File: src/rtl/imem_boot_loader_if.sv
// Instruction-memory port driven by imem_boot_loader: write/read requests and completion.
// READBACK_VERIFY_EN adds the rdata return path used for read-back checking.
interface imem_boot_loader_if #(
  parameter int ADDR_W = 8
);

  logic              request;
  logic              we_re;
  logic [3:0]        mask;
  logic [ADDR_W-1:0] address;
  logic [31:0]       data_in;
  logic              valid;
`ifdef READBACK_VERIFY_EN
  logic [31:0]       rdata;
`endif

  modport master (
    output request,
    output we_re,
    output mask,
    output address,
    output data_in,
    input  valid
`ifdef READBACK_VERIFY_EN
    , input rdata
`endif
  );

  modport slave (
    input  request,
    input  we_re,
    input  mask,
    input  address,
    input  data_in,
    output valid
`ifdef READBACK_VERIFY_EN
    , output rdata
`endif
  );

endinterface

File: src/rtl/imem_boot_loader.sv
// Boot loader: streams program words into instruction memory from address 0, holding the core
// until the image is written. Define READBACK_VERIFY_EN to read back and compare every word.
module imem_boot_loader #(
  parameter int ADDR_W = 8,
  parameter int DEPTH  = 256
) (
  input  logic              clk,
  input  logic              rst,
  input  logic              start,
  input  logic              load_valid,
  output logic              load_ready,
  input  logic [31:0]       load_data,
  input  logic              load_last,
  imem_boot_loader_if.master mem,
  output logic              core_hold,
  output logic              done,
  output logic              error,
  output logic [ADDR_W:0]   word_count
);

  localparam logic [2:0] IDLE       = 3'd0;
  localparam logic [2:0] WAIT_WORD  = 3'd1;
  localparam logic [2:0] WRITE      = 3'd2;
  localparam logic [2:0] WAIT_ACK   = 3'd3;
  localparam logic [2:0] DONE       = 3'd4;
`ifdef READBACK_VERIFY_EN
  localparam logic [2:0] VERIFY     = 3'd5;
  localparam logic [2:0] VERIFY_ACK = 3'd6;
`endif

  localparam logic [ADDR_W:0] DEPTH_W = (ADDR_W+1)'(DEPTH);

  logic [2:0]        state_q, state_d;
  logic              we_re_q, we_re_d;
  logic [3:0]        mask_q, mask_d;
  logic [ADDR_W-1:0] address_q, address_d;
  logic [31:0]       data_in_q, data_in_d;
  logic              last_q, last_d;
  logic              error_q, error_d;
  logic [ADDR_W:0]   word_count_q, word_count_d;

  logic              begin_session;
  logic              commit;
  logic [ADDR_W:0]   wc_inc;

  assign wc_inc = word_count_q + 1'b1;

  always_comb begin
    state_d       = state_q;
    we_re_d       = we_re_q;
    mask_d        = mask_q;
    address_d     = address_q;
    data_in_d     = data_in_q;
    last_d        = last_q;
    error_d       = error_q;
    word_count_d  = word_count_q;
    begin_session = 1'b0;
    commit        = 1'b0;

    case (state_q)
      IDLE:      begin_session = start;
      WAIT_WORD: begin
        if (load_valid) begin
          data_in_d = load_data;
          last_d    = load_last;
          we_re_d   = 1'b1;
          mask_d    = 4'b1111;
          state_d   = WRITE;
        end
      end
      WRITE:     state_d = WAIT_ACK;
      WAIT_ACK: begin
        if (mem.valid) begin
`ifdef READBACK_VERIFY_EN
          // Same address and mask, now as a read of the word just written.
          we_re_d = 1'b0;
          state_d = VERIFY;
`else
          commit = 1'b1;
`endif
        end
      end
`ifdef READBACK_VERIFY_EN
      VERIFY:    state_d = VERIFY_ACK;
      VERIFY_ACK: begin
        if (mem.valid) begin
          if (mem.rdata != data_in_q) begin
            error_d = 1'b1;
            mask_d  = 4'b0000;
            state_d = DONE;
          end else begin
            commit = 1'b1;
          end
        end
      end
`endif
      DONE:      begin_session = start;
      default:   state_d = IDLE;
    endcase

    // Word accepted by memory: count it, advance, then decide on last/overflow.
    if (commit) begin
      word_count_d = wc_inc;
      address_d    = address_q + 1'b1;
      we_re_d      = 1'b0;
      mask_d       = 4'b0000;
      if (last_q) begin
        state_d = DONE;
      end else if (wc_inc == DEPTH_W) begin
        error_d = 1'b1;
        state_d = DONE;
      end else begin
        state_d = WAIT_WORD;
      end
    end

    if (begin_session) begin
      state_d      = WAIT_WORD;
      error_d      = 1'b0;
      word_count_d = '0;
      address_d    = '0;
      we_re_d      = 1'b0;
      mask_d       = 4'b0000;
    end
  end

  always_ff @(posedge clk) begin
    if (rst) begin
      state_q      <= IDLE;
      we_re_q      <= 1'b0;
      mask_q       <= 4'b0000;
      address_q    <= '0;
      data_in_q    <= '0;
      last_q       <= 1'b0;
      error_q      <= 1'b0;
      word_count_q <= '0;
    end else begin
      state_q      <= state_d;
      we_re_q      <= we_re_d;
      mask_q       <= mask_d;
      address_q    <= address_d;
      data_in_q    <= data_in_d;
      last_q       <= last_d;
      error_q      <= error_d;
      word_count_q <= word_count_d;
    end
  end

  always_comb begin
`ifdef READBACK_VERIFY_EN
    mem.request = (state_q == WRITE) || (state_q == VERIFY);
`else
    mem.request = (state_q == WRITE);
`endif
  end

  assign mem.we_re   = we_re_q;
  assign mem.mask    = mask_q;
  assign mem.address = address_q;
  assign mem.data_in = data_in_q;

  assign load_ready = (state_q == WAIT_WORD);
  assign core_hold  = (state_q != DONE);
  assign done       = (state_q == DONE);
  assign error      = error_q;
  assign word_count = word_count_q;

endmodule

File: src/flat_wrapper.sv
// flat-port wrapper written by rule: the top's interface ports become plain ports
module imem_boot_loader_flat 
#(
  parameter int ADDR_W = 8,
  parameter int DEPTH  = 256
)
  (clk, rst, start, load_valid, load_ready, load_data, load_last, core_hold, done, error, word_count, mem_request, mem_we_re, mem_mask, mem_address, mem_data_in, mem_valid);
  imem_boot_loader_if #(.ADDR_W(ADDR_W)) mem_i ();
  input  logic clk;
  input  logic rst;
  input  logic start;
  input  logic load_valid;
  output logic load_ready;
  input  logic [31:0] load_data;
  input  logic load_last;
  output logic core_hold;
  output logic done;
  output logic error;
  output logic [ADDR_W:0] word_count;
  output wire logic [$bits(mem_i.request)-1:0] mem_request;
  output wire logic [$bits(mem_i.we_re)-1:0] mem_we_re;
  output wire logic [$bits(mem_i.mask)-1:0] mem_mask;
  output wire logic [$bits(mem_i.address)-1:0] mem_address;
  output wire logic [$bits(mem_i.data_in)-1:0] mem_data_in;
  input wire logic [$bits(mem_i.valid)-1:0] mem_valid;
  assign mem_request = mem_i.request;
  assign mem_we_re = mem_i.we_re;
  assign mem_mask = mem_i.mask;
  assign mem_address = mem_i.address;
  assign mem_data_in = mem_i.data_in;
  assign mem_i.valid = mem_valid;
  imem_boot_loader #(.ADDR_W(ADDR_W), .DEPTH(DEPTH)) u_core (.clk(clk), .rst(rst), .start(start), .load_valid(load_valid), .load_ready(load_ready), .load_data(load_data), .load_last(load_last), .mem(mem_i), .core_hold(core_hold), .done(done), .error(error), .word_count(word_count));
endmodule
File: config.mk
export PLATFORM = sky130hd
export DESIGN_NAME = imem_boot_loader_flat
export DESIGN_NICKNAME = d
export VERILOG_FILES = /design/src/rtl/imem_boot_loader_if.sv /design/src/rtl/imem_boot_loader.sv /design/src/flat_wrapper.sv
export SDC_FILE = /design/constraint.sdc
export NUM_CORES = 1
export LEC_CHECK = 0
export CELL_PAD_IN_SITES_DETAIL_PLACEMENT = 1
export CELL_PAD_IN_SITES_GLOBAL_PLACEMENT = 2
export CORE_ASPECT_RATIO = 0.75
export CORE_MARGIN = 4
export CORE_UTILIZATION = 20
export DETAILED_ROUTE_END_ITERATION = 8
export PLACE_DENSITY_LB_ADDON = 0.1
export SYNTH_ARGS = -nofsm -noshare
export SYNTH_HDL_FRONTEND = slang
export SYNTH_SLANG_ARGS = --single-unit
File: constraint.sdc
create_clock -name clk -period 1.29 [get_ports clk]
set_input_delay 0.258 -clock clk [delete_from_list [all_inputs] [get_ports clk]]
set_output_delay 0.258 -clock clk [all_outputs]
set_load 0.02 [all_outputs]
==> results.toml <==
[status]
outcome = "finished with violations"
violations = "setup timing"

[cells_and_area]
final_cell_mix = "nand2_1, dfxtp_1, buf_4"
nets = 453
num_antenna_cells = 0
drive_gt1_frac = 0.466
fin_cells = 550
mostFrequentLayoutCell = "nand2_1"
final_area_um2 = 4430
final_util = 0.424
area_delta_synth_final_pct = 103

[setup_path]
path_cells = "clkdlybuf4s50_1 > and4b_2 > nand4_1 > or3_4 > a21oi_2"
start_kind = "input pin"
arrival_ns = 1.74
crit_family = "simple AND/OR/NAND/NOR gates"
cp.required_ns = 1.52
crit_path_max_fanout = 4
crit_slowest_cell = "clkdlybuf4s50_1"
cp_slowest_stage_delay_ns = 0.51
critical_path_class = "input pin to register"
path_buf_inv = 1
endpoint_kind = "register"

[timing]
grt_setup_unrepaired = "yes"
slew_headroom = 0.707
holdWs_ns = 0.461
skew_ns = 0.00624
timing.setup.tns_ns = -5.17
hold_viol = 0
fmaxAchievable_ghz = 0.665
min_period_ns = 1.50
finalMaxSlewViolations = 0
setup_violations = 52
setup_ws_ns = -0.213
worstMarginPinSlew_ns = 0.440
fin_crit_sh = 1.17

[clock_network]
postCtsHoldBufs = 0
clock_latency_ns = 0.29
clockBufferDepth = 2
cts_tree = "done"
cts_root_buffer = "clkbuf_16"
cts_sinks = 55
clk_pin_slew_ns = 0.07
htreeDepth = 2
tritoncts.num_buffers = 5

[global_route]
grt_pass1_wl_um = 13200
antenna_found_initial = 0
grt_pass1_vias = 2521
grt_max_degree = 34
overflow = 0
grt_use_total = 0.131

[yosys]
ys_types = 30
synthArstFlopShare = 0
syn_area_per_cell_um2 = 8.06
synth_warnings = 0
synthFlopType = "dfxtp_1"
yosysTopAreaCellShare = 0.504
synth_seq_area_share = 0.504
synth_top_area_cell = "dfxtp_1"
synth-edff-count = 0
synth_nets = 311
synth_area_leaders = "dfxtp_1, nand2_1, a21oi_1"
ys_ff_latch = 55
netlist_area_um2 = 2180
syn_inst = 271

[drt]
drt_pass1_iterations = 4
vias = 2367
antenna_left = 0
drc = 0
drtIter0Drc = 69
wire_per_inst_um = 15.3
wirelength_um = 8430
via_per_inst = 4.30

[floorplan]
start_util = 0.209
core_area_um2 = 10500
io_pins = 97
row_count = 32
die_w_um = 129
die-area_um2 = 12700
die_h_um = 98.5

[power]
ir_drop_mv = 0.495
cellPowerDensity_nw_per_um2 = 910
power.total_mw = 4.03
p_leak_nw = 1.96

[worst_hold_path]
hold_class = "register to register"

[place]
gp_congestion = 0.685
port_buffers = 96
hpwlAfterDp_um = 5290
dp.cells = 519
dp_slack_ns = -0.526
postPlaceCellArea_um2 = 3540

[job]
drv_cap = 0
==> cell usage after synthesis (3+ instances only) <==
master	count
nor3_1	8
nor2_1	15
buf_4	7
nand3_1	4
inv_1	5
clkbuf_1	10
xor2_1	6
dfxtp_1	55
o21ai_0	4
or3_1	3
buf_2	3
nand2_1	79
nand4_1	4
and2_1	3
xnor2_1	6
a21oi_1	41
==> per-layer routing <==
metal / global-route usage / part of all wire / wire [um] / up-vias
met5: 0 / 0 / 0 / -
met4: 0.0266 / 0.0063 / 53 / 0
met3: 0.0358 / 0.042 / 352 / 5
met2: 0.208 / 0.45 / 3800 / 49
met1: 0.179 / 0.50 / 4230 / 1132
li1: - / - / - / 1181
==> cell families after synthesis <==
| kind of cell | after synthesis | synth area share |
|---|---|---|
| AOI/OAI and AO/OA | 52 | 0.128 |
| xor gates and xnor gates | 12 | 0.0481 |
| adders and majority gates | 2 | 0.0115 |
| buffers and inverters | 25 | 0.0567 |
| DFF | 55 | 0.504 |
| and+or+nand+nor | 125 | 0.251 |
==> worst min-delay path: stages, from the launching register on <==
cell and delay (ns):
dfxtp_1 0.31, nand2_1 0.07, a21oi_2 0.04
==> registers in the layout, summed over array words and instances, names as in the netlist <==
| register | flops |
|---|---|
| u_core.error | 1 |
| u_core.state_q | 3 |
| u_core.mem.we_re | 1 |
| u_core.last_q | 1 |
| u_core.word_count | 9 |
| u_core.mem.data_in | 32 |
| u_core.mem.address | 8 |
==> layout make-up <==
class,instances,area (um2)
tap,136,170
fill,1173,6020
sequential,55,1140
multi-input combinational,191,1440
inverter,5,18.8
clock inverter,1,6.26
timing repair buffer,155,1510
clock buffer,7,153
==> path summary, 6_finish.rpt <==
check                                                          from                                  end  slack (ns)  cells past startpoint
worst min-delay path            u_core.mem.data_in[17]$_SDFFE_PP0P_  u_core.mem.data_in[17]$_SDFFE_PP0P_        0.46                      2
worst max-delay path                                      mem_valid   u_core.mem.address[7]$_SDFFE_PP0P_       -0.21                      5
worst max register to register       u_core.state_q[1]$_SDFFE_PP0P_   u_core.mem.address[7]$_SDFFE_PP0P_       -0.21                      5
worst min register to register  u_core.mem.data_in[17]$_SDFFE_PP0P_  u_core.mem.data_in[17]$_SDFFE_PP0P_        0.46                      2
==> where the power goes <==
group	total (mW)	internal, mW	switching (mW)
registers	1.77	1.74	0.0367
clock network	1.46	0.829	0.634
logic	0.795	0.410	0.385
==> what timing repair did <==
action,in CTS,in global routing
pin swaps,26,59
endpoints found under the setup margin,114,72
setup buffers,13,13
cloned,6,0
resized for setup,162,118
No activity file was read; power rests on OpenSTA's default activity.
